$ cat src/rtl/regfile_wb_arbiter.sv
// Register-file write-back arbiter: ALU writes take the port immediately, LSU writes
// queue in a small FIFO and drain on idle ALU cycles; bypass lookup covers queued writes.
module regfile_wb_arbiter #(
  parameter int DEPTH = 4,
  parameter int AW    = 5,
  parameter int DW    = 32
) (
  input  logic                         clk,
  input  logic                         rst,
  input  logic                         alu_we,
  input  logic [AW-1:0]                alu_waddr,
  input  logic [DW-1:0]                alu_wdata,
  input  logic                         lsu_valid,
  input  logic [AW-1:0]                lsu_waddr,
  input  logic [DW-1:0]                lsu_wdata,
  output logic                         lsu_ready,
  output logic                         RegWrite,
  output logic [AW-1:0]                wraddr,
  output logic [DW-1:0]                wrdata,
  input  logic [AW-1:0]                chk_addr1,
  input  logic [AW-1:0]                chk_addr2,
  output logic                         chk_hit1,
  output logic [DW-1:0]                chk_data1,
  output logic                         chk_hit2,
  output logic [DW-1:0]                chk_data2,
  output logic                         pending,
  output logic [$clog2(DEPTH+1)-1:0]   count
);

  localparam int CW = $clog2(DEPTH + 1);
  localparam int PW = (DEPTH > 1) ? $clog2(DEPTH) : 1;

  typedef enum logic [1:0] {
    OCC_EMPTY,
    OCC_PARTIAL,
    OCC_FULL
  } occ_t;

  occ_t            occ_reg;
  logic [CW-1:0]   count_reg;
  logic [PW-1:0]   wr_ptr_reg;
  logic [PW-1:0]   rd_ptr_reg;
  logic [AW-1:0]   mem_addr [DEPTH];
  logic [DW-1:0]   mem_data [DEPTH];

  logic            reg_write_reg;
  logic [AW-1:0]   wraddr_reg;
  logic [DW-1:0]   wrdata_reg;

  logic            alu_sel;
  logic            push;
  logic            pop;

  // Register 0 writes are dropped here; LSU still sees its handshake complete.
  assign lsu_ready = (count_reg < CW'(DEPTH));
  assign alu_sel   = alu_we && (alu_waddr != '0);
  assign push      = lsu_valid && lsu_ready && (lsu_waddr != '0);
  assign pop       = !alu_sel && (occ_reg != OCC_EMPTY);

  always_ff @(posedge clk or negedge rst) begin
    if (!rst) begin
      wr_ptr_reg <= '0;
      rd_ptr_reg <= '0;
      count_reg  <= '0;
      occ_reg    <= OCC_EMPTY;
    end else begin
      if (push) wr_ptr_reg <= wr_ptr_reg + 1'b1;
      if (pop)  rd_ptr_reg <= rd_ptr_reg + 1'b1;
      case ({push, pop})
        2'b10: begin
          count_reg <= count_reg + 1'b1;
          occ_reg   <= (count_reg == CW'(DEPTH - 1)) ? OCC_FULL : OCC_PARTIAL;
        end
        2'b01: begin
          count_reg <= count_reg - 1'b1;
          occ_reg   <= (count_reg == CW'(1)) ? OCC_EMPTY : OCC_PARTIAL;
        end
        default: begin
        end
      endcase
    end
  end

  always_ff @(posedge clk) begin
    if (push) begin
      mem_addr[wr_ptr_reg] <= lsu_waddr;
      mem_data[wr_ptr_reg] <= lsu_wdata;
    end
  end

  // Output register: ALU wins, otherwise drain the FIFO head; address/data hold when idle.
  always_ff @(posedge clk or negedge rst) begin
    if (!rst) begin
      reg_write_reg <= 1'b0;
      wraddr_reg    <= '0;
      wrdata_reg    <= '0;
    end else begin
      reg_write_reg <= alu_sel || pop;
      if (alu_sel) begin
        wraddr_reg <= alu_waddr;
        wrdata_reg <= alu_wdata;
      end else if (pop) begin
        wraddr_reg <= mem_addr[rd_ptr_reg];
        wrdata_reg <= mem_data[rd_ptr_reg];
      end
    end
  end

  assign RegWrite = reg_write_reg;
  assign wraddr   = wraddr_reg;
  assign wrdata   = wrdata_reg;
  assign count    = count_reg;
  assign pending  = reg_write_reg || (occ_reg != OCC_EMPTY);

  // Per-slot view ordered by age: offset 0 is the FIFO head (oldest).
  logic [AW-1:0]        chk_addr [2];
  logic [2*DEPTH-1:0]   match_all;
  logic [DW-1:0]        slot_data [DEPTH];

  assign chk_addr[0] = chk_addr1;
  assign chk_addr[1] = chk_addr2;

  genvar gi;
  generate
    for (gi = 0; gi < DEPTH; gi++) begin : g_slot
      logic [PW-1:0] idx;
      logic          live;
      assign idx                  = rd_ptr_reg + PW'(gi);
      assign live                 = (count_reg > CW'(gi));
      assign slot_data[gi]        = mem_data[idx];
      assign match_all[gi]        = live && (mem_addr[idx] == chk_addr1);
      assign match_all[DEPTH+gi]  = live && (mem_addr[idx] == chk_addr2);
    end

    for (gi = 0; gi < 2; gi++) begin : g_port
      logic          hit_c;
      logic [DW-1:0] data_c;
      // Later (younger) matches overwrite earlier ones, so the newest pending write wins.
      always_comb begin
        hit_c  = 1'b0;
        data_c = '0;
        if (reg_write_reg && (wraddr_reg == chk_addr[gi])) begin
          hit_c  = 1'b1;
          data_c = wrdata_reg;
        end
        for (int i = 0; i < DEPTH; i++) begin
          if (match_all[gi*DEPTH + i]) begin
            hit_c  = 1'b1;
            data_c = slot_data[i];
          end
        end
        if (chk_addr[gi] == '0) begin
          hit_c  = 1'b0;
          data_c = '0;
        end
      end
    end
  endgenerate

  assign chk_hit1  = g_port[0].hit_c;
  assign chk_data1 = g_port[0].data_c;
  assign chk_hit2  = g_port[1].hit_c;
  assign chk_data2 = g_port[1].data_c;

endmodule

$ cat config.mk
export PLATFORM = sky130hd
export DESIGN_NAME = regfile_wb_arbiter
export DESIGN_NICKNAME = d
export VERILOG_FILES = /design/src/rtl/regfile_wb_arbiter.sv
export SDC_FILE = /design/constraint.sdc
export NUM_CORES = 1
export LEC_CHECK = 0
export CAP_MARGIN = 30
export CORE_MARGIN = 2
export CORE_UTILIZATION = 56
export CTS_CLUSTER_SIZE = 10
export DETAILED_ROUTE_END_ITERATION = 16
export HOLD_SLACK_MARGIN = 0.08
export PLACE_DENSITY = 0.86
export REMOVE_ABC_BUFFERS = 1
export SLEW_MARGIN = 15
export SYNTH_ARGS = -nofsm -noshare
export SYNTH_HDL_FRONTEND = slang
export SYNTH_SLANG_ARGS = --single-unit
export TNS_END_PERCENT = 5
$ cat constraint.sdc
create_clock -name clk -period 5.4 [get_ports clk]
set_clock_uncertainty 0.05 [all_clocks]
set_input_delay 1.62 -clock clk [delete_from_list [all_inputs] [get_ports clk]]
set_output_delay 1.62 -clock clk [all_outputs]
set_load 0.03 [all_outputs]
Yosys cells after proc, flatten, opt, wreduce, memory -nomap -nowiden
Memory sizes are Yosys's and may differ from the RTL's.
Index checks and enable logic that the tools add are counted.
{"block": "word_totals", "register_bits": 47, "ram_bits": 148, "inputBits": 88, "output_inout_bits": 109, "wordCells": 92, "n_memories": 2}
{"block": "classes", "addsub": 6, "magnitude_cmp": 5, "n_eq_ne": 14, "n_mux": 34, "reduce_logical": 24}
{"memory": "mem_data", "words": 4, "word_bits": 32, "rd": 4, "rd_clocked_by_memory_dff": 0, "write_ports": 1, "line_no": "44", "text": "logic [DW-1:0] mem_data [DEPTH];"}
{"memory": "mem_addr", "words": 4, "word_bits": 5, "rd": 4, "rd_clocked_by_memory_dff": 0, "write_ports": 1, "line_no": "43", "text": "logic [AW-1:0] mem_addr [DEPTH];"}
{"operator": "$mux 32", "count": 14}
{"operator": "$eq 5x5->1", "count": 10}
{"operator": "$mux 1", "count": 15}
{"operator": "$logic_and 1x1->1", "count": 14}
{"operator": "$logic_not 5->1", "count": 2}
{"operator": "$mux 5", "count": 2}
{"operator": "$reduce_bool 5->1", "count": 2}
{"operator": "$gt 3x1->1 const B", "count": 2}
{"operator": "$gt 3x2->1 const B", "count": 2}
{"operator": "$pmux 3 s2", "count": 1}
{"operator": "$reduce_bool 2->1", "count": 3}
{"operator": "$add 2x1->2 const B", "count": 2}
{"operator": "$add 2x2->2 const B", "count": 2}
{"operator": "$pmux 2 s2", "count": 1}
{"operator": "$add 3x1->3 const B", "count": 1}
{"operator": "$eq 3x1->1 const B", "count": 1}
{"operator": "$eq 3x2->1 const B", "count": 1}
{"operator": "$lt 3x3->1 const B", "count": 1}
{"operator": "$sub 3x1->3 const B", "count": 1}
{"operator": "$eq 2x1->1 const B", "count": 1}
{"operator": "$eq 2x2->1 const B", "count": 1}
{"operator": "$logic_or 1x1->1", "count": 2}
{"operator": "$mux 2", "count": 1}
{"operator": "$logic_not 1->1", "count": 1}

Depth between registers and ports, before layout
Gate-level depths: netlist of run 1.
{"block": "depth", "ltp_word": 8, "mapped_depth": 11, "mapped_depth_nobuf": 8}

Worst setup path before layout of run 1
OpenSTA, ideal clock, no wires.
{"block": "synth_path", "kind": "in2out", "startpoint": "input port chk_addr2[3]", "endpoint": "output port chk_data2[11]", "arrival_ps": 3865, "t_required_ps": 3730, "slack_ps": -135, "path_stages": 8, "n_path_buf": 2, "cell_sequence": "clkbuf_1 -> xor2_1 -> nor4_1 -> nand3_1 -> a41oi_1 -> clkbuf_1 -> a221oi_1 -> o31ai_1"}
{"block": "synth_via", "elab_chain_len": 8, "elab_cells_between_ends": 17, "cone_classes": "eq/ne (5); mux (6); reduce/logical (6)"}
{"item": "start, declared", "line_no": "21", "text": "input logic [AW-1:0] chk_addr2,"}
{"item": "$eq 5x5->1", "line_no": "142", "text": "if (reg_write_reg && (wraddr_reg == chk_addr[gi])) begin"}
{"item": "$logic_and 1x1->1", "line_no": "142"}
{"item": "$mux 32", "line_no": "142"}
{"item": "$mux 32 (4 in series)", "line_no": "147", "text": "if (match_all[gi*DEPTH + i]) begin"}
{"item": "$mux 32 (*)", "line_no": "152", "text": "if (chk_addr[gi] == '0) begin"}
{"item": "end, declared", "line_no": "25", "text": "output logic [DW-1:0] chk_data2,"}
Mark *: on every way between the ends. The rest lies on a longest branch, timed or not.

Worst setup path in the final report of run 1
{"block": "layout_path", "startpoint": "input port chk_addr2[0]", "endpoint": "output port chk_data2[11]"}
The elaborated chain is that of the path after synthesis.

==> impl_metrics.ini, run 1 <==
[placed_design]
port_buffers = 196
dpl_cell_area_um2 = 16500
place.gp.congestion = 0.929
dp.cells = 1633
dpl.hpwl_mm = 29.5

[route]
vias = 12043
wl_mm = 45.1
wl_per_cell_um = 26.8
dr.pass1.iters = 6
antenna_left = 0
route.detailed.drc = 0
drt-initial-drc-count = 1789
via_per_inst = 7.17

[timing]
min_period_ns = 5.49
grt_setup_unrepaired = yes
min_period_over_period_pct = 102
max-slew-margin-rel_pct = 42.1
maxSlewViolCount = 0
hold_violations = 0
setup_viol = 25
fmax_mhz = 182
tightest_slew_ns = 0.868
setup_ws_ns = -0.0890

[pwr]
clkPwrFrac_pct = 13.2
power.density_nw_per_um2 = 563
ir_drop_v = 0.000488
p_leak_nw = 6.62
pwr-share-seq_pct = 23.7
p_int_mw = 5.30
p_comb_share_pct = 63.1
power.share.switching_pct = 46.3
p_sw_mw = 4.57

[clock_tree]
h-tree-depth = 4
numCtsBuffers = 17
numClockSinks = 195
clockBufferDepth = 2
ctsHoldBuffers = 0
cts-root-buf = clkbuf_16
clkLatencyLatePin_ns = 0.45
clkTransAtPathRegs_ns = 0.07
cts_tree = yes

[floorplan]
die_y_um = 159
io_pins = 197
start_util_pct = 57.1
die_width_um = 159
core_um2 = 23500
die_area_um2 = 25300
rows = 56

[synthesis]
synth.cell_area_um2 = 13400
ys_warn_count = 0
yosysSeqAreaShare_pct = 41.8
synth_area_per_cell_um2 = 12.0
synth.top_cell.area_share_pct = 33.1
synth_area_leader_cell = edfxtp_1
yosys-top-cells-area = edfxtp_1, mux4_2, mux2i_1
ys_types = 56
synthCells = 1122
synth_edf_count = 148
ys_seq_elements = 195
ys.flop_type = edfxtp_1
async_flop_share_pct = 24.1

[global_route]
grt_antenna_before_repair = 2
grtUsageMet3_pct = 8.80
grt_pass1_wl_mm = 68.1
grt_max_degree = 115
grt_use_met2_pct = 55.7
grt_overflow_total = 0
grt_usage_pct = 34.8
grt_use_met1_pct = 44.4
busiest_layer = met2
first_global_vias = 11966

[critical_path]
path_cells = dlygate4sd2_1 -> buf_4 -> xor2_1 -> or4_4 -> o22a_1 -> o21ai_4 -> buf_4 -> o31ai_1 -> buf_4
cp_data_required_time_ns = 3.73
startpoint_type = primary input
cpMostUsedCell = buf_4
r2r_setup_slack_ns = 2.69
crit_family = buffers and inverters
critPathMaxFanout = 10
cp.buffers_inverters = 4
arrival_ns = 3.82
endpoint_kind = output pin
critical_path_class = primary input to output pin
cpPeakStageDelay_ns = 0.44
slowest_stage = or4_4

[cells_and_area]
fillers = 1517
largest_reg_flops = 128
area_growth_pct = 30.5
final_nets = 1442
drive_above_1_share_pct = 29.3
utilization_pct = 74.5
design_area_um2 = 17500
final_cells = 1679

[run_status]
status = finished, violations left
violations = setup timing

[job]
max_cap_violations = 0

[min_path]
hold_class = flip-flop to flip-flop
repair_timing:
item	CTS	global route
resized for setup	53	37
gates cloned	2	0
setup buffers	9	0
endpoints found under the setup margin	65	59
pin swaps	15	8
synth_stat cells (5+ instances only):
library cell and count:
edfxtp_1 148, mux2i_1 137, nand2_1 90, mux4_2 84, nor2_1 77, a221oi_1 64, o31ai_1 64, a32oi_1 63
clkbuf_1 55, dfrtp_1 47, a21oi_1 41, buf_2 39, and3_1 33, xnor2_1 29, xor2_1 23, mux2_2 17
buf_6 12, buf_1 10, ha_1 10, and2_1 7, inv_1 7, nand3_1 6, o21ai_0 6, nand2b_1 5
power by group through the flow:
| stage | sequential, mW | clock [mW] | combinational, mW |
|---|---|---|---|
| floorplan | 2.77 | 0 | 3.74 |
| global placement | 2.32 | 0 | 5.73 |
| detailed placement | 2.35 | 0 | 5.87 |
| CTS | 2.32 | 1.30 | 6.03 |
| global route | 2.38 | 1.36 | 6.54 |
| finish | 2.34 | 1.30 | 6.24 |
layout make-up:
class,instances,area [um2],area share (%)
multi-input combinational,802,7580,43.2
sequential,195,5630,32.1
timing repair buffer,320,3300,18.8
clock buffer,17,425,2.42
tap,319,399,2.27
clock inverter,15,173,0.984
inverter,8,30.0,0.171
antenna,3,7.51,0.0428
cell usage in the layout, fill, tap and decap left out, types with 22 or more instances in the layout:
| cell | instances |
|---|---|
| o31ai_1 | 54 |
| edfxtp_1 | 148 |
| a221oi_1 | 56 |
| a32oi_1 | 54 |
| nand2_1 | 89 |
| clkdlybuf4s50_1 | 119 |
| mux4_2 | 84 |
| dfrtp_1 | 45 |
| xor2_1 | 22 |
| and3_1 | 33 |
| buf_4 | 136 |
| mux2i_1 | 137 |
| nor2_1 | 75 |
| buf_12 | 41 |
| xnor2_1 | 29 |
| a21oi_1 | 40 |
path summary, 6_finish.rpt:
path	startpoint	end	cells after the start
max	chk_addr2[0]	chk_data2[11]	9
min	occ_reg[0]	occ_reg[0]	2
max reg2reg	rd_ptr_reg[0]	wrdata[15]	5
min reg2reg	occ_reg[0]	occ_reg[0]	2
max in group asynchronous	rst	wrdata[9]	2
min in group asynchronous	rst	wrdata[18]	1
worst reg2reg max path, delay by kind of cell (launching register included):
family	cells	cell delay, ns
buf+inv	2	0.82
flops	1	0.58
compound gates	1	0.10
mux	2	1.01
per-stage QoR:
stage / total power, mW / TNS (ns) / hold WS, ns / setup WS, ns
2_1_floorplan: 6.51 / -396.75 / 0.416 / -5.25
3_3_place_gp: 8.05 / -14.76 / 0.490 / -0.378
3_5_place_dp: 8.22 / -17.48 / 0.500 / -0.392
4_1_cts: 9.65 / -0.00455 / 0.516 / -0.00241
5_1_grt: 10.3 / -1.96 / 0.566 / -0.116
6_report: 9.88 / -0.682 / 0.514 / -0.0890
logic make-up after synthesis:
group,Yosys count,synth area share (%)
xor+xnor,52,3.39
flops,195,41.8
compound gates,255,14.7
mux,240,26.1
fa+ha+maj,10,0.931
simple gates,245,8.59
buf+inv,125,4.53
per-layer routing:
| layer | part of all wire (%) | wire (um) | vias to the layer above |
|---|---|---|---|
| met4 | 4.9 | 2190 | 0 |
| met2 | 47 | 21200 | 1019 |
| met1 | 35 | 15900 | 5843 |
| li1 | - | - | 4976 |
| met5 | 0 | 0 | - |
| met3 | 13 | 5770 | 205 |
Power figures use the tool's default switching activity.
==> run 2, diff against run 1 <==
--- a/config.mk
+++ b/config.mk
@@ -7,11 +7,12 @@
 export LEC_CHECK = 0
 export CAP_MARGIN = 30
 export CORE_MARGIN = 2
-export CORE_UTILIZATION = 56
+export CORE_UTILIZATION = 50
 export CTS_CLUSTER_SIZE = 10
 export DETAILED_ROUTE_END_ITERATION = 16
+export DONT_BUFFER_PORTS = 1
 export HOLD_SLACK_MARGIN = 0.08
-export PLACE_DENSITY = 0.86
+export PLACE_DENSITY = 0.75
 export REMOVE_ABC_BUFFERS = 1
 export SLEW_MARGIN = 15
 export SYNTH_ARGS = -nofsm -noshare
==> impl_metrics.ini, run 2 (synthesis gave the netlist of run 1 again) <==
[critical_path]
startpoint_type = flip-flop
reg2regPathDepth = 5
crit_family = buffers and inverters
worstReg2RegEnd = mem_data[1][0]
cp_data_required_time_ns = 3.73
regToRegStartpoint = count[2]
cp.buffers_inverters = 4
critPathMaxFanout = 18
critical_path_class = flip-flop to output pin
r2r_setup_slack_ns = 2.71
endpoint_kind = output pin
arrival_ns = 3.67
slowest_stage = dfrtp_4
cpMostUsedCell = buf_4
cpPeakStageDelay_ns = 0.55
path_cells = buf_4 -> buf_4 -> mux4_2 -> xor2_1 -> or4_4 -> o22a_1 -> o21ai_4 -> buf_4 -> o31ai_1 -> buf_4

[cells_and_area]
final_nets = 1242
fillers = 2190
final_cells = 1498
design_area_um2 = 15100
layout.area.seq_um2 = 5630
largest_reg_flops = 128
layout_common_cells = edfxtp_1, mux2i_1, buf_4
area_growth_pct = 12.2
drive_above_1_share_pct = 25.0
utilization_pct = 56.6
multi_input_area_um2 = 7350
final_common_cell = edfxtp_1
diodes = 0

[route]
wl_mm = 39.1
wl_met3_mm = 4.06
antenna_left = 0
vias = 10615
wl_per_cell_um = 26.1
route.detailed.drc = 0
met2_length_mm = 18.3
via_per_inst = 7.09
top_layer_used = met4
drt-met1-wl_mm = 15.6
dr.pass1.iters = 6
drt-initial-drc-count = 1130

[timing]
hold_violations = 0
maxSlewViolCount = 0
finalSetupTns_ns = 0
setup_ws_ns = 0.0646
setup_viol = 0
max-slew-margin-rel_pct = 35.1
min_period_ns = 5.34
tightest_slew_ns = 0.974
fmax_mhz = 187
min_period_over_period_pct = 98.8
holdWs_ns = 0.514

[global_route]
grt_pass1_wl_mm = 60.6
grt_antenna_before_repair = 0
grt_max_degree = 103
grt_overflow_total = 0
grt_usage_pct = 27.8
first_global_vias = 10408

[job]
max_cap_violations = 0

[placed_design]
dpl.hpwl_mm = 26.5
dpl_cell_area_um2 = 14300
place.gp.congestion = 0.926
port_buffers = 0
place_ws_ns = 0.0596
dp.cells = 1457

[clock_tree]
clkTransAtPathRegs_ns = 0.08
clockBufferDepth = 2
cts_tree = yes
h-tree-depth = 4
clkLatencyLatePin_ns = 0.43
numCtsBuffers = 17
cts-root-buf = clkbuf_16
ctsHoldBuffers = 0
numClockSinks = 195

[min_path]
whs_path_depth = 2
hold_class = flip-flop to flip-flop
min_to = occ_reg[1]
hold_path_startpoint = occ_reg[1]

[floorplan]
rows = 60
io_pins = 197
die_area_um2 = 28200
start_util_pct = 50.5
die_y_um = 168
die_width_um = 168
core_um2 = 26700

[run_status]
status = finished clean

[pwr]
power_mw = 9.11
power.density_nw_per_um2 = 603
p_leak_nw = 5.56
ir_drop_v = 0.000452
==> run 2: cell types whose count changed in the layout (fill, tap and decap cells not counted), sizes merged <==
cell | previous run | this run
buf | 194 | 120
bufinv | 1 | 3
clkbuf | 19 | 17
clkdlybuf4s15 | 3 | 0
clkdlybuf4s50 | 119 | 0
clkinv | 8 | 4
diode | 3 | 0
dlygate4sd2 | 2 | 0
inv | 13 | 15
==> run 2: area by class of cell <==
class	count	share of cell area, %
multi-input combinational	802	48.7
clock buffer	17	2.82
clock inverter	15	1.28
tap	341	2.83
inverter	8	0.199
sequential	195	37.3
timing repair buffer	120	6.87
==> run 2: what timing repair did <==
| action | 4_1_cts | 5_1_grt |
|---|---|---|
| buffers inserted | 0 | 9 |
| resized for setup | 3 | 6 |
| endpoints found under the setup margin | 3 | 53 |
| pin swaps | 0 | 1 |
==> run 2: power breakdown <==
part / switching (mW) / internal, mW / leakage, nW
Sequential: 0.586 / 1.96 / 1.88
Combinational: 3.02 / 2.19 / 3.38
Clock: 0.606 / 0.745 / 0.302
==> run 2: how the worst max path moves through the flow <==
stage | startpoint | endpoint | slack, ns | depth (start not counted)
after floorplan | rd_ptr_reg[0] | chk_data2[31] | -5.25 | 6
after global placement | chk_addr2[4] | chk_data2[12] | 0.08 | 7
after detailed placement | chk_addr2[4] | chk_data2[31] | 0.06 | 7
after CTS | rd_ptr_reg[0] | chk_data1[27] | 0.003 | 10
after global routing | rd_ptr_reg[0] | chk_data1[16] | -0.003 | 10
final | rd_ptr_reg[0] | chk_data2[31] | 0.06 | 10
==> run 2: worst min-delay path: cells and delay by family, from the launching register on <==
| kind | cells | cell delay [ns] |
|---|---|---|
| AND/OR/NAND/NOR | 1 | 0.06 |
| flip-flops | 1 | 0.40 |
| AO/OA/AOI/OAI | 1 | 0.07 |
==> run 2: metal layers <==
metal  GRT usage, %  up-vias
met2           43.5      688
met1           38.3     5265
met5              0        -
met4           9.26        0
met3           6.79      107
li1               -     4555
==> run 3, diff against run 2 <==
--- a/config.mk
+++ b/config.mk
@@ -14,6 +14,7 @@
 export HOLD_SLACK_MARGIN = 0.08
 export PLACE_DENSITY = 0.75
 export REMOVE_ABC_BUFFERS = 1
+export SKIP_CTS_REPAIR_TIMING = 1
 export SLEW_MARGIN = 15
 export SYNTH_ARGS = -nofsm -noshare
 export SYNTH_HDL_FRONTEND = slang
==> impl_metrics.ini, run 3 (synthesis gave the netlist of run 1 again) <==
[global_route]
grt_overflow_total = 0
grt_max_degree = 103
grt_antenna_before_repair = 0
grt_usage_pct = 27.8
first_global_vias = 10390
grt_pass1_wl_mm = 60.6

[pwr]
p_comb_share_pct = 57.1
clkPwrFrac_pct = 14.9
power.density_nw_per_um2 = 603
power.share.switching_pct = 46.2
ir_drop_v = 0.000454
p_sw_mw = 4.20
pwr-share-seq_pct = 28.1
power_mw = 9.08
p_int_mw = 4.89
p_leak_nw = 5.55

[job]
max_cap_violations = 0

[critical_path]
cp.buffers_inverters = 2
endpoint_kind = output pin
startpoint_type = primary input
r2r_setup_slack_ns = 2.71
path_cells = xor2_1 -> or4_4 -> nor3_4 -> buf_12 -> a32oi_1 -> o31ai_1 -> buf_4
arrival_ns = 3.73
critical_path_class = primary input to output pin
crit_start = chk_addr2[1]
crit_family = simple AND/OR/NAND/NOR gates
regToRegStartpoint = count[2]
crit_cells = 7
crit_path_end = chk_data2[31]
cp_data_required_time_ns = 3.73
cpPeakStageDelay_ns = 0.68
reg2regPathDepth = 5
slowest_stage = nor3_4
worstReg2RegEnd = mem_data[1][0]
critPathMaxFanout = 18

[route]
antenna_left = 0
vias = 10564
drt-initial-drc-count = 1121
via_per_inst = 7.07
route.detailed.drc = 0
wl_per_cell_um = 26.1
wl_mm = 38.9
dr.pass1.iters = 7

[cells_and_area]
fillers = 2199
drive_above_1_share_pct = 24.9
diodes = 0
layout_common_cells = edfxtp_1, mux2i_1, buf_4
final_cells = 1494
largest_reg_flops = 128
final_common_cell = edfxtp_1
final_nets = 1238
area_growth_pct = 12.0

[clock_tree]
clockBufferDepth = 2
numCtsBuffers = 17
clkLatencyLatePin_ns = 0.43
numClockSinks = 195
cts-root-buf = clkbuf_16
cts_tree = yes
h-tree-depth = 4
clkTransAtPathRegs_ns = 0.08

[timing]
min_period_over_period_pct = 100
tightest_slew_ns = 0.966
max-slew-margin-rel_pct = 35.6
grt_setup_unrepaired = yes
finalSetupTns_ns = 0
setup_viol = 0
hold_violations = 0
min_period_ns = 5.40
fmax_mhz = 185
maxSlewViolCount = 0

[floorplan]
die_y_um = 168
start_util_pct = 50.5
io_pins = 197
rows = 60
core_um2 = 26700
die_area_um2 = 28200
die_width_um = 168

[min_path]
hold_class = flip-flop to flip-flop

[placed_design]
dp.cells = 1457
port_buffers = 0
place.gp.congestion = 0.926
dpl.hpwl_mm = 26.5

[run_status]
status = finished clean
run 3: changes by cell type in the layout (fill, tap and decap cells not counted), sizes merged:
cell / change
buf: -4
run 3: worst min path at each step:
| stage | start | end | slack, ns | depth (start not counted) |
|---|---|---|---|---|
| 6_report | occ_reg[1] | occ_reg[1] | 0.51 | 2 |
| 3_5_place_dp | occ_reg[1] | occ_reg[1] | 0.50 | 2 |
| 5_1_grt | occ_reg[0] | occ_reg[0] | 0.57 | 2 |
| 4_1_cts | occ_reg[1] | occ_reg[1] | 0.51 | 2 |
| 2_1_floorplan | occ_reg[1] | occ_reg[1] | 0.42 | 2 |
| 3_3_place_gp | occ_reg[1] | occ_reg[1] | 0.49 | 2 |
run 3: tightest hold or removal path: stages, from the launching register on:
cell and delay (ns):
dfrtp_1 0.40, nand2_1 0.06, o21ai_0 0.07
run 3: layout make-up:
class | instances | area, um2 | area share (%)
Inverter | 8 | 30.0 | 0.199
Clock buffer | 17 | 425 | 2.82
Sequential cell | 195 | 5630 | 37.4
Tap cell | 341 | 427 | 2.83
Multi-Input combinational cell | 802 | 7360 | 48.9
Timing Repair Buffer | 116 | 998 | 6.63
Clock inverter | 15 | 193 | 1.28
run 3: power by group through the flow:
| stage | registers [mW] | clock network [mW] | logic (mW) |
|---|---|---|---|
| final | 2.55 | 1.35 | 5.19 |
| after global routing | 2.60 | 1.43 | 5.55 |
| after CTS | 2.55 | 1.36 | 5.08 |
| after detailed placement | 2.58 | 0 | 5.05 |
| after global placement | 2.56 | 0 | 4.95 |
| after floorplan | 2.77 | 0 | 3.74 |
run 3: metrics by stage:
step / hold slack, ns / instance area [um2] / utilization [%] / setup slack (ns)
final: 0.513 / 15100 / 56.5 / 0.00205
after global routing: 0.566 / 15100 / 56.5 / -0.0406
after CTS: 0.514 / 15000 / 56.2 / -0.0419
after detailed placement: 0.497 / 14300 / 53.8 / 0.0596
after global placement: 0.488 / 14300 / 53.7 / 0.0787
after floorplan: 0.416 / 12900 / - / -5.25
run 3: routing by layer:
layer	global-route usage, %	vias up	part of all wire (%)
met1	38.3	5258	41
met5	0	-	0
met2	43.4	652	47
met4	9.22	0	2.7
met3	6.79	103	10
li1	-	4551	-
